`config.mk`:
```
export PLATFORM = sky130hd
export DESIGN_NAME = record_play_control
export DESIGN_NICKNAME = d
export VERILOG_FILES = /design/src/rtl/record_play_control.sv
export SDC_FILE = /design/constraint.sdc
export NUM_CORES = 1
export LEC_CHECK = 0
export CORE_MARGIN = 2
export CORE_UTILIZATION = 45
export DETAILED_ROUTE_END_ITERATION = 7
export PLACE_DENSITY = 0.72
export SKIP_CTS_REPAIR_TIMING = 1
export SLEW_MARGIN = 30
export SYNTH_ARGS = -nofsm -noshare
export SYNTH_HDL_FRONTEND = slang
export SYNTH_SLANG_ARGS = --single-unit
```
`constraint.sdc`:
```
create_clock -name clock -period 4.8 [get_ports clock]
set_input_delay 0.48 -clock clock [delete_from_list [all_inputs] [get_ports clock]]
set_output_delay 0.48 -clock clock [all_outputs]
set_load 0.01 [all_outputs]
```
`src/rtl/record_play_control.sv`:
```
// Record/playback sequencer: button press -> Timer start + sample capture into RAM,
// and playback of exactly the recorded length. LOOP_PLAYBACK_EN enables looped playback.
module record_play_control #(
  parameter int unsigned SAMPLE_W     = 16,
  parameter int unsigned ADDR_W       = 17,
  parameter int unsigned GUARD_CYCLES = 4
) (
  input  logic                clock,
  input  logic                reset_n,
  input  logic                record_btn,
  input  logic                play_btn,
  input  logic                sample_tick,
  input  logic [SAMPLE_W-1:0] mic_sample,
  input  logic                timer_finished,
  output logic                timer_start,
  output logic                mem_we,
  output logic                mem_re,
  output logic [ADDR_W-1:0]   mem_addr,
  output logic [SAMPLE_W-1:0] mem_wdata,
  input  logic [SAMPLE_W-1:0] mem_rdata,
  output logic [SAMPLE_W-1:0] audio_out,
  output logic                audio_out_valid,
  output logic                recording,
  output logic                playing,
  output logic [ADDR_W:0]     rec_len
);

  localparam int unsigned LEN_W   = ADDR_W + 1;
  localparam int unsigned GUARD_W = 8;
  localparam logic [ADDR_W-1:0] ADDR_LAST = '1;

  typedef enum logic [1:0] {IDLE, RECORD_ARM, RECORD, PLAY} state_t;

  state_t              state;
  logic [2:0]          rec_sync;
  logic [2:0]          play_sync;
  logic                rec_press;
  logic                play_press;
  logic [ADDR_W-1:0]   addr;
  logic [GUARD_W-1:0]  guard;
  logic                play_done;
  logic                re_last;
  logic                rd_pending;
  logic                rd_last;
  logic                last_read;

  // [0] metastability flop, [1] synchronised level, [2] previous level
  assign rec_press  = rec_sync[1] & ~rec_sync[2];
  assign play_press = play_sync[1] & ~play_sync[2];
  assign last_read  = (LEN_W'(addr) + LEN_W'(1)) == rec_len;

  always_ff @(posedge clock or negedge reset_n) begin
    if (!reset_n) begin
      state           <= IDLE;
      rec_sync        <= '0;
      play_sync       <= '0;
      addr            <= '0;
      guard           <= '0;
      play_done       <= 1'b0;
      re_last         <= 1'b0;
      rd_pending      <= 1'b0;
      rd_last         <= 1'b0;
      timer_start     <= 1'b0;
      mem_we          <= 1'b0;
      mem_re          <= 1'b0;
      mem_addr        <= '0;
      mem_wdata       <= '0;
      audio_out       <= '0;
      audio_out_valid <= 1'b0;
      recording       <= 1'b0;
      playing         <= 1'b0;
      rec_len         <= '0;
    end else begin
      rec_sync        <= {rec_sync[1:0], record_btn};
      play_sync       <= {play_sync[1:0], play_btn};
      timer_start     <= 1'b0;
      mem_we          <= 1'b0;
      mem_re          <= 1'b0;
      audio_out_valid <= 1'b0;
      re_last         <= 1'b0;

      // RAM data arrives one cycle after mem_re; capture it regardless of state
      rd_pending <= mem_re;
      rd_last    <= re_last;
      if (rd_pending) begin
        audio_out       <= mem_rdata;
        audio_out_valid <= 1'b1;
      end

      unique case (state)
        IDLE: begin
          if (rec_press) begin
            state       <= RECORD_ARM;
            addr        <= '0;
            rec_len     <= '0;
            guard       <= GUARD_W'(GUARD_CYCLES);
            timer_start <= 1'b1;
            recording   <= 1'b1;
          end else if (play_press && rec_len != '0) begin
            state     <= PLAY;
            addr      <= '0;
            play_done <= 1'b0;
            playing   <= 1'b1;
          end
        end

        RECORD_ARM, RECORD: begin
          if (rec_press) begin
            state     <= IDLE;
            recording <= 1'b0;
          end else if (state == RECORD && timer_finished) begin
            state     <= IDLE;
            recording <= 1'b0;
          end else begin
            if (sample_tick) begin
              mem_we    <= 1'b1;
              mem_addr  <= addr;
              mem_wdata <= mic_sample;
              addr      <= addr + ADDR_W'(1);
              rec_len   <= rec_len + LEN_W'(1);
            end
            if (sample_tick && addr == ADDR_LAST) begin
              state     <= IDLE;
              recording <= 1'b0;
            end else if (state == RECORD_ARM) begin
              guard <= guard - GUARD_W'(1);
              if (guard == GUARD_W'(1)) state <= RECORD;
            end
          end
        end

        PLAY: begin
          if (rec_press) begin
            state       <= RECORD_ARM;
            addr        <= '0;
            rec_len     <= '0;
            guard       <= GUARD_W'(GUARD_CYCLES);
            timer_start <= 1'b1;
            recording   <= 1'b1;
            playing     <= 1'b0;
          end else if (play_press) begin
            state   <= IDLE;
            playing <= 1'b0;
          end else if (rd_last) begin
            state   <= IDLE;
            playing <= 1'b0;
          end else if (sample_tick && !play_done) begin
            mem_re   <= 1'b1;
            mem_addr <= addr;
            if (last_read) begin
`ifdef LOOP_PLAYBACK_EN
              addr <= '0;
`else
              play_done <= 1'b1;
              re_last   <= 1'b1;
`endif
            end else begin
              addr <= addr + ADDR_W'(1);
            end
          end
        end

        default: state <= IDLE;
      endcase
    end
  end

endmodule

```
After elaboration in Yosys (flattened, before gate mapping) --
Cells that the tools add are included.
Word-level totals: bits in registers 110, bits of input ports 38, output and inout bits 73, word-level logic and storage cells 155
Cells by class: add/subtract/negate cells 4, eq/ne operators 28, multiplexer cells 78, bitwise operators 6, reduce and logical (&&, ||, !) cells 20
Operators by type and width (number):
- two-way mux 17 bit | 17
- two-way mux 18 bit | 4
- case mux 17 bit (3 select lines) | 1
- two-way mux 8 bit | 5
- case mux 18 bit (2 select lines) | 1
- two-way mux 1 bit | 34
- case mux 17 bit (2 select lines) | 1
- inequality test 2 bit (second input constant) | 12
- AND reduction 8 bit | 3
- two-way mux 2 bit | 10
- adder 17 x 1 -> 18 bit (second input constant) | 1
- adder 18 x 1 -> 18 bit (second input constant) | 1
- == test 18 bit | 1
- nonzero test 18 bit | 1
- adder 17 x 1 -> 17 bit (second input constant) | 1
- == test 17 bit (second input constant) | 1
- case mux 8 bit (2 select lines) | 1
- AND reduction 4 bit | 4
- inequality test 3 bit (second input constant) | 5
- inequality test 5 bit (second input constant) | 2
- == test 8 x 1 -> 1 bit (second input constant) | 1
- inequality test 4 bit (second input constant) | 2
- subtractor 8 x 1 -> 8 bit (second input constant) | 1
- case mux 1 bit (2 select lines) | 3
- 13 further kinds | 23

Logic depth before layout (Yosys ltp) --
depth in word-level cells 8, gate-level depth with buffers 16, mapped depth without buffers 14

Least setup slack after synthesis --
OpenSTA, ideal clock, no wires.
kind register -> register, start reg addr[1], end reg addr[13], library setup time 129 ps, arrival 3498 ps, data required time 4671 ps, path slack 1173 ps, stages on the path, launching flop included 17, period minus slack after synthesis 3627 ps, path through dfrtp_1 > ha_1 > nand3_1 > nor4_4 > and3_1 > and3_1 > ha_1 > xor2_1 > a2111oi_0 > nand4_1 > nor4_2 > a21oi_2 > o31ai_4 > or2_1 > buf_6 > buf_6 > o21ai_0
Between the ends: word-level cells in the longest chain between the ends 7, elaborated cells between the ends (all ways) 14
Ends and longest elaborated chain:
- start, declared | line 39 | logic [ADDR_W-1:0] addr;
- start signal, assigned | line 119 | addr <= addr + ADDR_W'(1);
- start signal, assigned | line 158 | addr <= addr + ADDR_W'(1);
- adder 17 x 1 -> 17 bit | line 119, 158
- two-way mux 17 bit | line 150 | if (last_read) begin
- two-way mux 17 bit | line 147 | end else if (sample_tick && !play_done) begin
- two-way mux 17 bit | line 144 | end else if (rd_last) begin
- two-way mux 17 bit | line 141 | end else if (play_press) begin
- two-way mux 17 bit | line 133 | if (rec_press) begin
- case mux 17 bit (3 select lines) | line 90 | unique case (state)
Several ways; a longest one is shown, not always the timed one. The select of a mux whose other input is x is not followed. A chain may end at the register's enable or synchronous reset.

Worst setup path in the final report --
start reg addr[0], end reg addr[10]
The elaborated chain is that of the path after synthesis.

==> results_dict.tcl <==
set metrics [dict create \
    cts_max_path_buffers 2 \
    placed_cell_area_um2 6524 \
    place_congestion 0.8727 \
    crit_chain "ha_1 -> nand3_1 -> buf_4 -> nor4_4 -> and3_1 -> and3_1 -> ha_1 -> xor2_1 -> a2111oi_0 -> nand4_1 -> nor4_2 -> a21oi_2 -> o31ai_4 -> or2_1 -> buf_4 -> o21ai_0" \
    crit_fanout 17 \
    root_buffer "clkbuf_16" \
    worstSkewPairLatency_ps 350 \
    drc 10 \
    cp-end-kind "register" \
    vdd_ir_drop_max_mv 0.2556 \
    ys_seq_elements 110 \
    yosysTopAreaCellShare 0.5151 \
    grt_util_met2 0.3217 \
    period_share 0.8658 \
    antenna_found_initial 0 \
    vias 4188 \
    synth_area_leaders "dfrtp_1 (52%), mux2_2 (7.0%), nand2_1 (5.6%)" \
    status "finished with violations" \
    seqPwrFrac 0.364 \
    syn_nets 575 \
    clkPwrFrac 0.225 \
    num_rows 39 \
    slew_headroom 0.4377 \
    dpl.hpwl_um 8772 \
    start_kind "register" \
    crit_family "simple AND/OR/NAND/NOR gates" \
    fp.dieH_um 113.0 \
    grt.met3_usage 0.03642 \
    path_depth 16 \
    ios 111 \
    routed_wl_um 12320 \
    clock.fmax_mhz 240.6 \
    clock-sinks 110 \
    ant_nets 0 \
    syn_to_final_growth_pct 28.71 \
    grt_pass1_wl_um 20690 \
    synth_edf_count 0 \
    finalSetupViolCount 0 \
    place_inst 755 \
    yosys.area.top_type "dfrtp_1" \
    slowest_delay_ps 520 \
    max_cap_viol_count 0 \
    h-tree-depth 3 \
    hp-class "in -> async" \
    wl_per_cell_um 15.98 \
    die_x_um 113.0 \
    final_cells 771 \
    netlist_instances 527 \
    arrival_ps 4370 \
    diodes 0 \
    postLayoutCellArea_um2 6878 \
    cts_inserted_buffers 9 \
    p_int_w 0.002376 \
    grt_max_degree 83 \
    leakage_nw 3.061 \
    ys.flop_type "dfrtp_1" \
    r2r-start "addr[0]" \
    drive_gt1_frac 0.1051 \
    finalSetupTns_ps 0 \
    yosysSeqAreaShare 0.5151 \
    start_util 0.4640 \
    drt_iter0_drc 215 \
    min_period_ps 4156 \
    async_reset_ff_frac 1.000 \
    rrSetupSlack_ps 640 \
    drt-pass1-iter-count 7 \
    syn_area_um2 5344 \
    rsz0062_at_grt "no" \
    fin_worst_skew_ps 8.001 \
    p_per_area_nw_per_um2 535.7 \
    critPathKind "reg -> reg" \
    reg2reg_to "addr[10]" \
    nNetsFinal 671 \
    clkTransAtPathRegs_ps 70 \
    yosysWarnings 0 \
    syn_avg_cell_area_um2 10.14 \
    grt_usage 0.2018 \
    port-buffer-count 110 \
    maxSlewViolCount 0 \
    failed_checks "DRC" \
    pwr-share-comb 0.411 \
    finalHoldViolCount 0 \
    grt_overflow 0 \
    grt_pass1_vias 4146 \
    utilization 0.5972 \
    crit_path_top_delay_cell "dfrtp_1" \
    yosysUniqueCellTypes 49 \
    tightest_slew_ps 841.4 \
    vias_per_cell 5.432 \
    worst-path-buf-inv 2 \
    reg2reg_depth 16 \
    busiest_layer "met2" \
    cp.required_ps 5020 \
    grt_use_met1 0.2867 \
    die_area_um2 12760 \
    tritoncts "done" \
    power_switching_w 0.001309 \
    netSwitchingFraction 0.3552 \
    coreArea_um2 11520 \
]
[synthesized netlist by cell type (all sizes together) (3+ instances only)]
cell type and count:
nand3 17, or3 7, mux2i 5, o41ai 3, inv 13, nor3 6
xnor2 20, or2 3, a21boi 3, clkbuf 23, ha 10, nor2 46
nor4 7, nor2b 7, buf 6, o21ai 36, mux2 33, dfrtp 110
o31ai 8, and3 8, nand2 80, nand2b 12, nand4 9, a21oi 14
xor2 24
[layer usage]
layer / vias up / wire (um)
met1: 2046 / 5687
met4: 0 / 148
met2: 151 / 5744
li1: 1981 / -
met5: - / 0
met3: 10 / 744
[power groups by stage]
stage / Clock, W / Combinational [W] / Sequential (W)
6_report: 0.000830 / 0.00151 / 0.00134
5_1_grt: 0.000890 / 0.00166 / 0.00138
4_1_cts: 0.000849 / 0.00152 / 0.00134
3_5_place_dp: 0 / 0.00151 / 0.00136
3_3_place_gp: 0 / 0.00146 / 0.00134
2_1_floorplan: 0 / 0.000872 / 0.00138
[metrics by stage]
stage	setup WS, ps	total power (W)	hold slack (ps)
floorplan	1173	0.002253	184.4
global placement	961.1	0.002807	333.1
detailed placement	651.5	0.002871	334.7
CTS	632.5	0.003713	346.4
global route	238.4	0.003926	234.0
finish	644.3	0.003684	153.6
[sequential cells by signal, summed over array words and instances, names as in the netlist, 2 cells and up]
signal	cells
audio_out	16
mem_wdata	16
rec_sync	3
addr	17
mem_addr	17
state	2
rec_len	18
guard	8
play_sync	3
[layout by cell type (no fill, tap or decap), drive strengths merged, types with 2 or more instances in the layout]
cell type,n
dfrtp,110
clkdlybuf4s50,109
nand2,80
nor2,46
o21ai,36
mux2,33
xor2,24
xnor2,20
nand3,17
inv,14
a21oi,14
nand2b,12
clkbuf,12
ha,10
nand4,9
and3,8
o31ai,8
nor2b,7
or3,7
nor4,7
nor3,6
mux2i,5
buf,5
o41ai,3
or2,3
a21boi,3
o211ai,2
and4,2
o22ai,2
a22o,2
a31oi,2
bufinv,2
or4,2
[worst max-delay path by stage]
stage / start / endpoint / slack, ps
6_report: addr[0] / addr[10] / 640
5_1_grt: addr[0] / addr[10] / 240
4_1_cts: addr[0] / addr[10] / 630
3_5_place_dp: addr[0] / addr[10] / 650
3_3_place_gp: addr[0] / addr[12] / 960
2_1_floorplan: addr[1] / addr[13] / 1170
[cell families after synthesis]
| logic type | Yosys count | synth area share |
|---|---|---|
| and+or+nand+nor | 207 | 0.1882 |
| adders and majority gates | 10 | 0.02341 |
| xor gates and xnor gates | 44 | 0.07211 |
| DFF | 110 | 0.5151 |
| muxes | 38 | 0.07891 |
| buffers and inverters | 43 | 0.03442 |
| AOI/OAI and AO/OA | 75 | 0.08780 |
[cell type report]
class | count | area, um2
clock buffers | 12 | 266.5
clock inverters | 4 | 76.32
fillers | 991 | 4638
inverters | 14 | 52.55
multi-input cells | 374 | 2419
flip-flops and latches | 110 | 2753
well taps | 143 | 178.9
repair buffers | 114 | 1132
No activity file was read; power rests on OpenSTA's default activity.
